**src/rtl/mem_arbiter_if.sv**
```systemverilog
// Bundle of requester, status and memory-side signals shared by the arbiter and its environment.
// The arbiter connects through the slave modport; the CPU/loader/memory side uses master.
interface mem_arbiter_if #(
  parameter int AW = 5,
  parameter int DW = 8
);
  logic          r0_req;
  logic          r0_we;
  logic [AW-1:0] r0_addr;
  logic [DW-1:0] r0_wdata;
  logic          r0_lock;
  logic          r0_ack;

  logic          r1_req;
  logic          r1_we;
  logic [AW-1:0] r1_addr;
  logic [DW-1:0] r1_wdata;
  logic          r1_lock;
  logic          r1_ack;

  logic [DW-1:0] rdata;
  logic [1:0]    gnt;
  logic          busy;

  logic          mem_rd;
  logic          mem_wrt;
  logic [AW-1:0] mem_addr;
  logic [DW-1:0] mem_wdata;
  logic [DW-1:0] mem_rdata;

  modport slave (
    input  r0_req, r0_we, r0_addr, r0_wdata, r0_lock,
    input  r1_req, r1_we, r1_addr, r1_wdata, r1_lock,
    input  mem_rdata,
    output r0_ack, r1_ack, rdata, gnt, busy,
    output mem_rd, mem_wrt, mem_addr, mem_wdata
  );

  modport master (
    output r0_req, r0_we, r0_addr, r0_wdata, r0_lock,
    output r1_req, r1_we, r1_addr, r1_wdata, r1_lock,
    output mem_rdata,
    input  r0_ack, r1_ack, rdata, gnt, busy,
    input  mem_rd, mem_wrt, mem_addr, mem_wdata
  );
endinterface

```
**src/rtl/mem_arbiter.sv**
```systemverilog
// Two-requester arbiter in front of the unified memory: IDLE -> ACCESS -> RESP per transaction.
// Optional bus-lock ownership is compiled in when MEM_ARB_LOCK_EN is defined.
module mem_arbiter #(
  parameter int AW        = 5,
  parameter int DW        = 8,
  parameter int RD_LAT    = 1,
  parameter int PRIO_MODE = 0
) (
  input logic         clk,
  input logic         rst,
  mem_arbiter_if.slave bus
);

  typedef enum logic [1:0] {
    IDLE   = 2'd0,
    ACCESS = 2'd1,
    RESP   = 2'd2
  } state_t;

  localparam logic [1:0] LAT_M1 = 2'(RD_LAT - 1);

  state_t        state_q, state_d;
  logic [1:0]    cnt_q, cnt_d;
  logic          winner_q, winner_d;
  logic          last_q, last_d;
  logic          we_q, we_d;
  logic [AW-1:0] addr_q, addr_d;
  logic [DW-1:0] wdata_q, wdata_d;
  logic [DW-1:0] rdata_q, rdata_d;
  logic [1:0]    gnt_q, gnt_d;
  logic          ack0_q, ack0_d;
  logic          ack1_q, ack1_d;
  logic          rd_q, rd_d;
  logic          wrt_q, wrt_d;

  logic          anyReq;
  logic          pick;

`ifdef MEM_ARB_LOCK_EN
  logic          lockValid_q, lockValid_d;
  logic          lockOwner_q, lockOwner_d;
  logic          ownerReq;

  assign ownerReq = lockOwner_q ? bus.r1_req : bus.r0_req;
`else
  logic          unusedLocks;

  assign unusedLocks = bus.r0_lock ^ bus.r1_lock;
`endif

  // Winner selection; a live lock overrides both round-robin and fixed priority.
  always_comb begin
    anyReq = bus.r0_req | bus.r1_req;
    if (bus.r0_req && bus.r1_req) begin
      pick = (PRIO_MODE == 1) ? 1'b0 : ~last_q;
    end else begin
      pick = bus.r1_req;
    end
`ifdef MEM_ARB_LOCK_EN
    if (lockValid_q && ownerReq) begin
      pick = lockOwner_q;
    end
`endif
  end

  always_comb begin
    state_d  = state_q;
    cnt_d    = cnt_q;
    winner_d = winner_q;
    last_d   = last_q;
    we_d     = we_q;
    addr_d   = addr_q;
    wdata_d  = wdata_q;
    rdata_d  = rdata_q;
    gnt_d    = gnt_q;
    ack0_d   = 1'b0;
    ack1_d   = 1'b0;
    rd_d     = rd_q;
    wrt_d    = wrt_q;
`ifdef MEM_ARB_LOCK_EN
    lockValid_d = lockValid_q;
    lockOwner_d = lockOwner_q;
`endif

    case (state_q)
      IDLE: begin
`ifdef MEM_ARB_LOCK_EN
        if (lockValid_q && !ownerReq) begin
          lockValid_d = 1'b0;
        end
`endif
        if (anyReq) begin
          winner_d = pick;
          we_d     = pick ? bus.r1_we    : bus.r0_we;
          addr_d   = pick ? bus.r1_addr  : bus.r0_addr;
          wdata_d  = pick ? bus.r1_wdata : bus.r0_wdata;
          gnt_d    = pick ? 2'b10 : 2'b01;
          cnt_d    = we_d ? 2'd0 : LAT_M1;
          rd_d     = ~we_d;
          wrt_d    = we_d;
          state_d  = ACCESS;
        end
      end

      ACCESS: begin
        if (cnt_q == 2'd0) begin
          if (!we_q) begin
            rdata_d = bus.mem_rdata;
          end
          rd_d    = 1'b0;
          wrt_d   = 1'b0;
          ack0_d  = ~winner_q;
          ack1_d  = winner_q;
          state_d = RESP;
        end else begin
          cnt_d = cnt_q - 2'd1;
        end
      end

      RESP: begin
        last_d  = winner_q;
        gnt_d   = 2'b00;
        state_d = IDLE;
`ifdef MEM_ARB_LOCK_EN
        lockValid_d = winner_q ? bus.r1_lock : bus.r0_lock;
        lockOwner_d = winner_q;
`endif
      end

      default: begin
        state_d = IDLE;
        gnt_d   = 2'b00;
        rd_d    = 1'b0;
        wrt_d   = 1'b0;
      end
    endcase
  end

  // Reset drops any in-flight transaction outright: no ack, strobes low, latch discarded.
  always_ff @(posedge clk or negedge rst) begin
    if (!rst) begin
      state_q  <= IDLE;
      cnt_q    <= 2'd0;
      winner_q <= 1'b0;
      last_q   <= 1'b1;
      we_q     <= 1'b0;
      addr_q   <= '0;
      wdata_q  <= '0;
      rdata_q  <= '0;
      gnt_q    <= 2'b00;
      ack0_q   <= 1'b0;
      ack1_q   <= 1'b0;
      rd_q     <= 1'b0;
      wrt_q    <= 1'b0;
    end else begin
      state_q  <= state_d;
      cnt_q    <= cnt_d;
      winner_q <= winner_d;
      last_q   <= last_d;
      we_q     <= we_d;
      addr_q   <= addr_d;
      wdata_q  <= wdata_d;
      rdata_q  <= rdata_d;
      gnt_q    <= gnt_d;
      ack0_q   <= ack0_d;
      ack1_q   <= ack1_d;
      rd_q     <= rd_d;
      wrt_q    <= wrt_d;
    end
  end

`ifdef MEM_ARB_LOCK_EN
  always_ff @(posedge clk or negedge rst) begin
    if (!rst) begin
      lockValid_q <= 1'b0;
      lockOwner_q <= 1'b0;
    end else begin
      lockValid_q <= lockValid_d;
      lockOwner_q <= lockOwner_d;
    end
  end
`endif

  assign bus.r0_ack    = ack0_q;
  assign bus.r1_ack    = ack1_q;
  assign bus.rdata     = rdata_q;
  assign bus.gnt       = gnt_q;
  assign bus.busy      = (state_q != IDLE);
  assign bus.mem_rd    = rd_q;
  assign bus.mem_wrt   = wrt_q;
  assign bus.mem_addr  = addr_q;
  assign bus.mem_wdata = wdata_q;

endmodule

```
**src/flat_wrapper.sv**
```systemverilog
// flat-port wrapper written by rule: the top's interface ports become plain ports
module mem_arbiter_flat 
#(
  parameter int AW        = 5,
  parameter int DW        = 8,
  parameter int RD_LAT    = 1,
  parameter int PRIO_MODE = 0
)
  (clk, rst, bus_r0_req, bus_r0_we, bus_r0_addr, bus_r0_wdata, bus_r0_lock, bus_r1_req, bus_r1_we, bus_r1_addr, bus_r1_wdata, bus_r1_lock, bus_mem_rdata, bus_r0_ack, bus_r1_ack, bus_rdata, bus_gnt, bus_busy, bus_mem_rd, bus_mem_wrt, bus_mem_addr, bus_mem_wdata);
  mem_arbiter_if #(.AW(AW), .DW(DW)) bus_i ();
  input logic clk;
  input logic rst;
  input wire logic [$bits(bus_i.r0_req)-1:0] bus_r0_req;
  input wire logic [$bits(bus_i.r0_we)-1:0] bus_r0_we;
  input wire logic [$bits(bus_i.r0_addr)-1:0] bus_r0_addr;
  input wire logic [$bits(bus_i.r0_wdata)-1:0] bus_r0_wdata;
  input wire logic [$bits(bus_i.r0_lock)-1:0] bus_r0_lock;
  input wire logic [$bits(bus_i.r1_req)-1:0] bus_r1_req;
  input wire logic [$bits(bus_i.r1_we)-1:0] bus_r1_we;
  input wire logic [$bits(bus_i.r1_addr)-1:0] bus_r1_addr;
  input wire logic [$bits(bus_i.r1_wdata)-1:0] bus_r1_wdata;
  input wire logic [$bits(bus_i.r1_lock)-1:0] bus_r1_lock;
  input wire logic [$bits(bus_i.mem_rdata)-1:0] bus_mem_rdata;
  output wire logic [$bits(bus_i.r0_ack)-1:0] bus_r0_ack;
  output wire logic [$bits(bus_i.r1_ack)-1:0] bus_r1_ack;
  output wire logic [$bits(bus_i.rdata)-1:0] bus_rdata;
  output wire logic [$bits(bus_i.gnt)-1:0] bus_gnt;
  output wire logic [$bits(bus_i.busy)-1:0] bus_busy;
  output wire logic [$bits(bus_i.mem_rd)-1:0] bus_mem_rd;
  output wire logic [$bits(bus_i.mem_wrt)-1:0] bus_mem_wrt;
  output wire logic [$bits(bus_i.mem_addr)-1:0] bus_mem_addr;
  output wire logic [$bits(bus_i.mem_wdata)-1:0] bus_mem_wdata;
  assign bus_i.r0_req = bus_r0_req;
  assign bus_i.r0_we = bus_r0_we;
  assign bus_i.r0_addr = bus_r0_addr;
  assign bus_i.r0_wdata = bus_r0_wdata;
  assign bus_i.r0_lock = bus_r0_lock;
  assign bus_i.r1_req = bus_r1_req;
  assign bus_i.r1_we = bus_r1_we;
  assign bus_i.r1_addr = bus_r1_addr;
  assign bus_i.r1_wdata = bus_r1_wdata;
  assign bus_i.r1_lock = bus_r1_lock;
  assign bus_i.mem_rdata = bus_mem_rdata;
  assign bus_r0_ack = bus_i.r0_ack;
  assign bus_r1_ack = bus_i.r1_ack;
  assign bus_rdata = bus_i.rdata;
  assign bus_gnt = bus_i.gnt;
  assign bus_busy = bus_i.busy;
  assign bus_mem_rd = bus_i.mem_rd;
  assign bus_mem_wrt = bus_i.mem_wrt;
  assign bus_mem_addr = bus_i.mem_addr;
  assign bus_mem_wdata = bus_i.mem_wdata;
  mem_arbiter #(.AW(AW), .DW(DW), .RD_LAT(RD_LAT), .PRIO_MODE(PRIO_MODE)) u_core (.clk(clk), .rst(rst), .bus(bus_i));
endmodule
```
**config.mk**
```make
export PLATFORM = sky130hd
export DESIGN_NAME = mem_arbiter_flat
export DESIGN_NICKNAME = d
export VERILOG_FILES = /design/src/rtl/mem_arbiter_if.sv /design/src/rtl/mem_arbiter.sv /design/src/flat_wrapper.sv
export SDC_FILE = /design/constraint.sdc
export NUM_CORES = 1
export LEC_CHECK = 0
export CAP_MARGIN = 20
export CORE_ASPECT_RATIO = 0.7
export CORE_MARGIN = 5
export CORE_UTILIZATION = 60
export CTS_CLUSTER_DIAMETER = 50
export DETAILED_ROUTE_END_ITERATION = 8
export DONT_BUFFER_PORTS = 1
export GPL_TIMING_DRIVEN = 1
export PLACE_DENSITY = 0.88
export SLEW_MARGIN = 40
export SYNTH_ARGS = -nofsm -noshare
export SYNTH_HDL_FRONTEND = slang
export SYNTH_SLANG_ARGS = --single-unit
```
**constraint.sdc**
```tcl
create_clock -name clk -period 2.8 [get_ports clk]
set_clock_uncertainty 0.05 [all_clocks]
set_input_delay 0 -clock clk [delete_from_list [all_inputs] [get_ports clk]]
set_output_delay 0 -clock clk [all_outputs]
set_load 0.1 [all_outputs]
```
==> flow_summary.html, run 1 <==
<table>
<tr><th>Metric</th><th>Value</th></tr>
<tr><th colspan="2">Worst setup path</th></tr>
<tr><td>Maximum fanout encountered on the critical timing path</td><td>16</td></tr>
<tr><td>Critical setup path kind</td><td>flip-flop to flip-flop</td></tr>
<tr><td>Number of cells on the worst reg-to-reg path</td><td>4</td></tr>
<tr><td>Start of the worst register-to-register path</td><td>u_core.last_q$_DFFE_PN1N_</td></tr>
<tr><td>Setup slack of the most critical reg-to-reg path</td><td>approximately 190 ps</td></tr>
<tr><td>Setup crit start kind</td><td>flip-flop</td></tr>
<tr><td>Reg-to-reg critical path endpoint</td><td>u_core.bus.mem_addr[3]$_DFFE_PN0P_</td></tr>
<tr><td>Critical path data required time</td><td>roughly 2900 ps</td></tr>
<tr><td>Sort of element at the end of the critical path</td><td>flip-flop</td></tr>
<tr><td>WP data arrival</td><td>about 2700 ps</td></tr>
<tr><th colspan="2">Synthesis</th></tr>
<tr><td>Simple-gate share of the synthesized area</td><td>5.19%</td></tr>
<tr><td>Compound-cell area share of the yosys netlist</td><td>under 10%</td></tr>
<tr><td>Main synth FF type</td><td>sky130_fd_sc_hd__dfrtp_1</td></tr>
<tr><td>FFs w/ async S/R, synth</td><td>between 90% and 100%</td></tr>
<tr><td>Mapped Cells</td><td>~110</td></tr>
<tr><td>Number of enable flip-flop cells after synthesis</td><td>0</td></tr>
<tr><td>Post-synthesis mux area share</td><td>between 30 and 40%</td></tr>
<tr><td>Syn Nets</td><td>151</td></tr>
<tr><td>Post-Synth Adder-Cell Area</td><td>less than 1%</td></tr>
<tr><td>Cell area after synthesis</td><td>around 0.0016 mm²</td></tr>
<tr><td>Share of synthesized area occupied by flip-flops and latches</td><td>~54%</td></tr>
<tr><td>Number of flip-flops and latches in the synthesized netlist</td><td>34</td></tr>
<tr><td>Cell type with the highest aggregate area in the netlist</td><td>sky130_fd_sc_hd__dfrtp_1</td></tr>
<tr><td>Top cell type's share of synthesized area</td><td>roughly half</td></tr>
<tr><td>Mean area per synthesized cell</td><td>between 10 and 15 µm²</td></tr>
<tr><td>XOR/XNOR share of the synthesized area</td><td>0%</td></tr>
<tr><td>Most instantiated library cell after synthesis</td><td>sky130_fd_sc_hd__dfrtp_1</td></tr>
<tr><td>Leading post-synthesis cells by instance count</td><td>sky130_fd_sc_hd__dfrtp_1 (33), sky130_fd_sc_hd__mux2_2 (21), sky130_fd_sc_hd__mux2_4 (14)</td></tr>
<tr><td>Count of different cell masters after synthesis</td><td>27</td></tr>
<tr><td>Combinational family with the most area after synthesis</td><td>multiplexers</td></tr>
<tr><td>Count of yosys warnings during synthesis</td><td>0</td></tr>
<tr><td>Cell types with the largest area share after synthesis</td><td>sky130_fd_sc_hd__dfrtp_1 (52%), sky130_fd_sc_hd__mux2_2 (15%), sky130_fd_sc_hd__mux2_4 (13%), sky130_fd_sc_hd__mux2i_1 (2.5%), sky130_fd_sc_hd__o21ai_0 (1.9%)</td></tr>
<tr><th colspan="2">Run status</th></tr>
<tr><td>Status</td><td>complete, no violations</td></tr>
<tr><th colspan="2">STA</th></tr>
<tr><td>Maximum clock frequency</td><td>roughly 0.38 GHz</td></tr>
<tr><td>Number of endpoints failing setup at the final stage</td><td>0</td></tr>
<tr><td>RSZ-0062 raised after global routing</td><td>no</td></tr>
<tr><td>Min setup slack post-route</td><td>~190 ps</td></tr>
<tr><td>Final Max Slew Viols</td><td>0</td></tr>
<tr><td>Slew @ Worst Pin</td><td>about 900 ps</td></tr>
<tr><td>Min cycle time layout</td><td>between 2000 and 3000 ps</td></tr>
<tr><td>Number of hold violations in the final report</td><td>0</td></tr>
<tr><td>Total Neg Setup Slack</td><td>0 ps</td></tr>
<tr><td>Rel. slew slack</td><td>around two fifths</td></tr>
<tr><td>Final worst path period share</td><td>between 90% and 100%</td></tr>
<tr><th colspan="2">Global route</th></tr>
<tr><td>Largest net degree at the start of global routing</td><td>35</td></tr>
<tr><td>Number of antenna violations at the first check in global routing</td><td>0</td></tr>
<tr><td>All-layer global routing usage</td><td>a little under a quarter</td></tr>
<tr><td>Wire length of the first global-routing pass</td><td>approximately 6500 µm</td></tr>
<tr><td>Total congestion overflow after global routing</td><td>0</td></tr>
<tr><td>Via count of the first global-routing pass</td><td>around 1200</td></tr>
<tr><th colspan="2">Final layout</th></tr>
<tr><td>Final non-filler cell area</td><td>approximately 0.0021 mm²</td></tr>
<tr><td>Layout cells sized above 1</td><td>between 40% and 50%</td></tr>
<tr><td>Area Overhead vs Synth</td><td>34.1%</td></tr>
<tr><td>Diode count</td><td>0</td></tr>
<tr><td>Number of nets in the layout</td><td>approximately 200</td></tr>
<tr><td>Share of the core filled with cells</td><td>85.4%</td></tr>
<tr><th colspan="2">Detailed routing</th></tr>
<tr><td>Routed wire per std cell</td><td>22.1 µm</td></tr>
<tr><td>Vias</td><td>about 1100</td></tr>
<tr><td>Number of nets with antenna violations after detailed routing</td><td>0</td></tr>
<tr><td>Routed via count divided by cell count</td><td>about 5.6</td></tr>
<tr><td>Remaining DRCs</td><td>0</td></tr>
<tr><td>Number of violations reported at the end of detailed-routing iteration 0</td><td>33</td></tr>
<tr><td>Final wirelength</td><td>4190 µm</td></tr>
<tr><td>First-pass iteration count of the detailed router</td><td>4</td></tr>
<tr><th colspan="2">Worst hold path</th></tr>
<tr><td>Tightest Hold Check Type</td><td>primary input to flip-flop</td></tr>
<tr><td>Cells on Worst Hold Path</td><td>3</td></tr>
<tr><td>Hold endpoint</td><td>u_core.winner_q$_DFFE_PN0P_</td></tr>
<tr><td>Hold Crit Start</td><td>bus_r0_req</td></tr>
<tr><th colspan="2">Place</th></tr>
<tr><td>Minimum setup slack after placement</td><td>772 ps</td></tr>
<tr><td>Final weighted congestion in routability-driven placement</td><td>between 0.7 and 0.8</td></tr>
<tr><td>Post-detailed-placement cell area</td><td>about 0.0016 mm²</td></tr>
<tr><td>Post-detailed-placement half-perimeter wirelength</td><td>approximately 2200 µm</td></tr>
<tr><td>Number of buffer cells added on primary ports</td><td>0</td></tr>
<tr><th colspan="2">Job</th></tr>
<tr><td>Max Cap Viol</td><td>0</td></tr>
<tr><th colspan="2">Clock network</th></tr>
<tr><td>Clock edge transition at the registers on the reported setup and hold paths</td><td>around 70 ps</td></tr>
<tr><td>Maximum level of the CTS H-tree</td><td>2</td></tr>
<tr><td>Setup Fix Bufs, Post-CTS</td><td>0</td></tr>
<tr><td>Count of clock tree sinks</td><td>34</td></tr>
<tr><td>Worst-Skew Late Latency</td><td>just under 300 ps</td></tr>
<tr><td>Clock Tree Buf Depth</td><td>2</td></tr>
<tr><td>Clock tree from TritonCTS</td><td>built</td></tr>
<tr><td>CTS Root Buffer Type</td><td>sky130_fd_sc_hd__clkbuf_8</td></tr>
<tr><td>TritonCTS Buffers</td><td>5</td></tr>
<tr><th colspan="2">Floorplanning</th></tr>
<tr><td>Width of the chip</td><td>roughly 70 µm</td></tr>
<tr><td>Number of core rows</td><td>15</td></tr>
<tr><td>Initial standard-cell utilization of the core</td><td>63.7%</td></tr>
<tr><td>Core Area</td><td>between 0.002 and 0.0025 mm²</td></tr>
<tr><td>Top-level I/O count</td><td>70</td></tr>
<tr><td>Die boundary height</td><td>around 53 µm</td></tr>
<tr><td>Die ar.</td><td>approximately 0.0038 mm²</td></tr>
</table>
## critical path, cell delays in order (launching register included)
cell,delay [ps]
sky130_fd_sc_hd__dfstp_2,550
sky130_fd_sc_hd__a21bo_1,610
sky130_fd_sc_hd__mux2_2,420
sky130_fd_sc_hd__dlygate4sd3_1,580
sky130_fd_sc_hd__mux2_2,280
## through the flow
step	std cells	hold WS, ps
after floorplan	108	-346
after global placement	142	-345
after detailed placement	142	-344
after CTS	190	39.2
after global routing	190	65.5
final	190	39.3
## state kept, by name, indices dropped and copies added, names as in the netlist, 2 cells and up
| register | flops |
|---|---|
| u_core.bus.mem_wdata | 8 |
| u_core.bus.gnt | 2 |
| u_core.bus.mem_addr | 5 |
| u_core.state_q | 2 |
| u_core.bus.rdata | 8 |
| u_core.cnt_q | 2 |
## worst max path at each step
stage                                              from                            endpoint  cells past startpoint
after floorplan           u_core.state_q[0]$_DFFE_PN0P_  u_core.bus.mem_addr[4]$_DFFE_PN0P_                      5
after global placement    u_core.state_q[0]$_DFFE_PN0P_  u_core.bus.mem_addr[0]$_DFFE_PN0P_                      3
after detailed placement  u_core.state_q[0]$_DFFE_PN0P_  u_core.bus.mem_addr[0]$_DFFE_PN0P_                      3
after CTS                     u_core.last_q$_DFFE_PN1N_  u_core.bus.mem_addr[2]$_DFFE_PN0P_                      4
after global routing          u_core.last_q$_DFFE_PN1N_  u_core.bus.mem_addr[3]$_DFFE_PN0P_                      4
final                         u_core.last_q$_DFFE_PN1N_  u_core.bus.mem_addr[3]$_DFFE_PN0P_                      4
## placed cells by master (no fill, tap or decap), types with 3 or more instances in the layout
master                          instances
sky130_fd_sc_hd__dlygate4sd3_1         39
sky130_fd_sc_hd__mux2_2                21
sky130_fd_sc_hd__dfrtp_2               20
sky130_fd_sc_hd__mux2_4                14
sky130_fd_sc_hd__dfrtp_1               13
sky130_fd_sc_hd__inv_1                  6
sky130_fd_sc_hd__o21ai_0                6
sky130_fd_sc_hd__clkbuf_8               6
sky130_fd_sc_hd__mux2i_1                4
sky130_fd_sc_hd__buf_4                  4
sky130_fd_sc_hd__nor2_1                 3
## cell families after synthesis
family	after synthesis
mux	39
flops	34
compound gates	12
simple gates	12
buf+inv	10
fa+ha+maj	1
## area by class of cell
type / instances / area, µm²
flip-flops and latches: 34 / 877
multi-input cells: 64 / 658
clock inverters: 1 / 5.00
fillers: 111 / 364
inverters: 6 / 22.5
well taps: 34 / 42.5
clock buffers: 7 / 86.3
repair buffers: 44 / 440
## timing repair
action	in CTS	in global routing
setup endpoints to repair	0	0
hold buffers	40	0
gates resized for setup	0	0
endpoints found under the hold margin	60	0
## per-layer routing
layer	part of all wire, %	vias to the layer above	track usage [%]
li1	-	470	-
met1	37	533	25.0
met2	53	48	44.7
met3	6.8	12	6.64
met4	3.0	0	10.6
met5	0	-	0
Power of run 1 is not shown: default switching activity piles up to over one toggle a cycle in this logic, so the estimate is an artifact.
==> run 2: changes to the inputs <==
- CORE_UTILIZATION: 60 -> 61
- PLACE_DENSITY: 0.88 -> 0.89
==> run 2 against run 1 <==
Compared with the run above:
- first-iteration DRC count rose by 58%
- global-route usage rose by 1.7 points
- critical path depth is the same
- utilization rose by 0.39 points
- worst setup slack lost 8.4 ps
- cell count unchanged
- sequential cell count stayed put
- routed wire length up 12%
- critical path type unchanged
- critical endpoint is now u_core.bus.mem_addr[0]$_DFFE_PN0P_
- highest routed layer unchanged
==> flow_summary.html, run 2 (synthesized netlist as in run 1, its figures left out) <==
<table>
<tr><th>Metric</th><th>Value</th></tr>
<tr><th colspan="2">Clock network</th></tr>
<tr><td>Clock Tree Buf Depth</td><td>2</td></tr>
<tr><td>Count of clock tree sinks</td><td>34</td></tr>
<tr><td>Clock edge transition at the registers on the reported setup and hold paths</td><td>about 60 ps</td></tr>
<tr><td>Clock tree from TritonCTS</td><td>built</td></tr>
<tr><td>Maximum level of the CTS H-tree</td><td>2</td></tr>
<tr><td>CTS Root Buffer Type</td><td>sky130_fd_sc_hd__clkbuf_8</td></tr>
<tr><td>TritonCTS Buffers</td><td>5</td></tr>
<tr><td>Worst-Skew Late Latency</td><td>300 ps</td></tr>
<tr><th colspan="2">Worst setup path</th></tr>
<tr><td>Start point of the critical path</td><td>u_core.last_q$_DFFE_PN1N_</td></tr>
<tr><td>Setup crit start kind</td><td>flip-flop</td></tr>
<tr><td>Cell occurring most often along the worst timing path</td><td>sky130_fd_sc_hd__mux2_2</td></tr>
<tr><td>WP data arrival</td><td>2740 ps</td></tr>
<tr><td>Critical path cell sequence</td><td>a21bo_1 -&gt; mux2_2 -&gt; dlygate4sd3_1 -&gt; mux2_2</td></tr>
<tr><td>Critical-path cell with the highest stage delay</td><td>sky130_fd_sc_hd__a21bo_1</td></tr>
<tr><td>Critical path data required time</td><td>2920 ps</td></tr>
<tr><td>Critical setup path kind</td><td>flip-flop to flip-flop</td></tr>
<tr><td>Start of the worst register-to-register path</td><td>u_core.last_q$_DFFE_PN1N_</td></tr>
<tr><td>Maximum fanout encountered on the critical timing path</td><td>16</td></tr>
<tr><td>Delay of the slowest critical-path stage</td><td>630 ps</td></tr>
<tr><td>Sort of element at the end of the critical path</td><td>flip-flop</td></tr>
<tr><td>Setup slack of the most critical reg-to-reg path</td><td>~180 ps</td></tr>
<tr><th colspan="2">STA</th></tr>
<tr><td>Final Max Slew Viols</td><td>0</td></tr>
<tr><td>Number of hold violations in the final report</td><td>0</td></tr>
<tr><td>RSZ-0062 raised after global routing</td><td>no</td></tr>
<tr><td>Rel. slew slack</td><td>about 41%</td></tr>
<tr><td>Maximum clock frequency</td><td>0.382 GHz</td></tr>
<tr><td>Min cycle time layout</td><td>between 2000 and 3000 ps</td></tr>
<tr><td>Final worst path period share</td><td>between 90% and 100%</td></tr>
<tr><td>Number of endpoints failing setup at the final stage</td><td>0</td></tr>
<tr><td>Total Neg Setup Slack</td><td>0 ps</td></tr>
<tr><td>Slew @ Worst Pin</td><td>~900 ps</td></tr>
<tr><th colspan="2">Detailed routing</th></tr>
<tr><td>Routed via count divided by cell count</td><td>5.83</td></tr>
<tr><td>Number of violations reported at the end of detailed-routing iteration 0</td><td>52</td></tr>
<tr><td>Routed wire per std cell</td><td>24.8 µm</td></tr>
<tr><td>Vias</td><td>roughly 1100</td></tr>
<tr><td>First-pass iteration count of the detailed router</td><td>5</td></tr>
<tr><td>Final wirelength</td><td>roughly 4700 µm</td></tr>
<tr><td>Number of nets with antenna violations after detailed routing</td><td>0</td></tr>
<tr><td>Remaining DRCs</td><td>0</td></tr>
<tr><th colspan="2">Floorplanning</th></tr>
<tr><td>Die ar.</td><td>about 0.0037 mm²</td></tr>
<tr><td>Initial standard-cell utilization of the core</td><td>64.2%</td></tr>
<tr><td>Width of the chip</td><td>71.0 µm</td></tr>
<tr><td>Die boundary height</td><td>around 53 µm</td></tr>
<tr><td>Top-level I/O count</td><td>70</td></tr>
<tr><td>Number of core rows</td><td>15</td></tr>
<tr><td>Core Area</td><td>approximately 0.0025 mm²</td></tr>
<tr><th colspan="2">Final layout</th></tr>
<tr><td>Diode count</td><td>0</td></tr>
<tr><td>Commonest cells after routing, fill and taps aside</td><td>sky130_fd_sc_hd__dlygate4sd3_1 (40), sky130_fd_sc_hd__mux2_2 (21), sky130_fd_sc_hd__dfrtp_2 (19), sky130_fd_sc_hd__mux2_4 (14), sky130_fd_sc_hd__dfrtp_1 (14)</td></tr>
<tr><td>Layout cells sized above 1</td><td>~44%</td></tr>
<tr><td>Most common library cell in the layout ignoring fill and taps</td><td>sky130_fd_sc_hd__dlygate4sd3_1</td></tr>
<tr><td>Number of nets in the layout</td><td>slightly below 200</td></tr>
<tr><td>Area Overhead vs Synth</td><td>33.7%</td></tr>
<tr><td>Total of fill cells in the finished design</td><td>about 120</td></tr>
<tr><th colspan="2">Place</th></tr>
<tr><td>Number of buffer cells added on primary ports</td><td>0</td></tr>
<tr><td>Final weighted congestion in routability-driven placement</td><td>0.710</td></tr>
<tr><td>Post-detailed-placement half-perimeter wirelength</td><td>about 2400 µm</td></tr>
<tr><th colspan="2">Global route</th></tr>
<tr><td>All-layer global routing usage</td><td>25.5%</td></tr>
<tr><td>Wire length of the first global-routing pass</td><td>~6800 µm</td></tr>
<tr><td>Largest net degree at the start of global routing</td><td>35</td></tr>
<tr><td>Via count of the first global-routing pass</td><td>~1300</td></tr>
<tr><td>Total congestion overflow after global routing</td><td>0</td></tr>
<tr><td>Number of antenna violations at the first check in global routing</td><td>0</td></tr>
<tr><th colspan="2">Job</th></tr>
<tr><td>Max Cap Viol</td><td>0</td></tr>
<tr><th colspan="2">Worst hold path</th></tr>
<tr><td>Tightest Hold Check Type</td><td>primary input to flip-flop</td></tr>
<tr><td>Hold Crit Start</td><td>bus_r0_req</td></tr>
<tr><th colspan="2">Run status</th></tr>
<tr><td>Status</td><td>complete, no violations</td></tr>
</table>
run 2: timing repair:
item	in CTS	in global routing
gates resized for setup	0	0
hold buffers	41	0
setup endpoints to repair	0	0
setup buffers	0	0
endpoints found under the hold margin	60	0
run 2: per-layer routing:
metal	wire (µm)	global-route usage, %	part of all wire (%)
met5	0	0	0
met4	184	14.4	3.9
met3	319	12.1	6.8
met2	2510	46.6	53
met1	1700	23.6	36
run 2: through the flow:
step | setup WS, ps | cell area, µm² | cells | util, % | hold WS (ps)
3_3_place_gp | 828 | 1610 | 142 | 64.8 | -345
5_1_grt | 131 | 2130 | 190 | 85.8 | 107
2_1_floorplan | 1090 | 1590 | 108 | - | -346
6_report | 181 | 2130 | 190 | 85.8 | 93.4
4_1_cts | 227 | 2100 | 190 | 84.9 | 100
3_5_place_dp | 778 | 1610 | 142 | 64.8 | -345
run 2: critical path, delay by kind of cell, from the launching register on:
family          cells  cell delay [ps]
mux                 2              700
compound gates      1              630
buf+inv             1              560
flops               1              550
run 2: layout make-up:
type | instances | area (µm²) | area share, %
Clock buffer | 7 | 76.3 | 3.59
Multi-Input combinational cell | 64 | 658 | 31.0
Sequential cell | 34 | 876 | 41.2
Tap cell | 34 | 42.5 | 2.00
Inverter | 6 | 22.5 | 1.06
Timing Repair Buffer | 45 | 450 | 21.2
run 2: path summary, 6_finish.rpt:
kind                                                       endpoint  depth (start not counted)
worst max register to register   u_core.bus.mem_addr[0]$_DFFE_PN0P_                          4
worst max-delay path             u_core.bus.mem_addr[0]$_DFFE_PN0P_                          4
worst min register to register          u_core.bus.r0_ack$_DFF_PN0_                          1
worst min-delay path                    u_core.winner_q$_DFFE_PN0P_                          3
max in group asynchronous                 u_core.last_q$_DFFE_PN1N_                          2
min in group asynchronous       u_core.bus.mem_wdata[2]$_DFFE_PN0P_                          2
Power of run 2 is left out for the same reason.
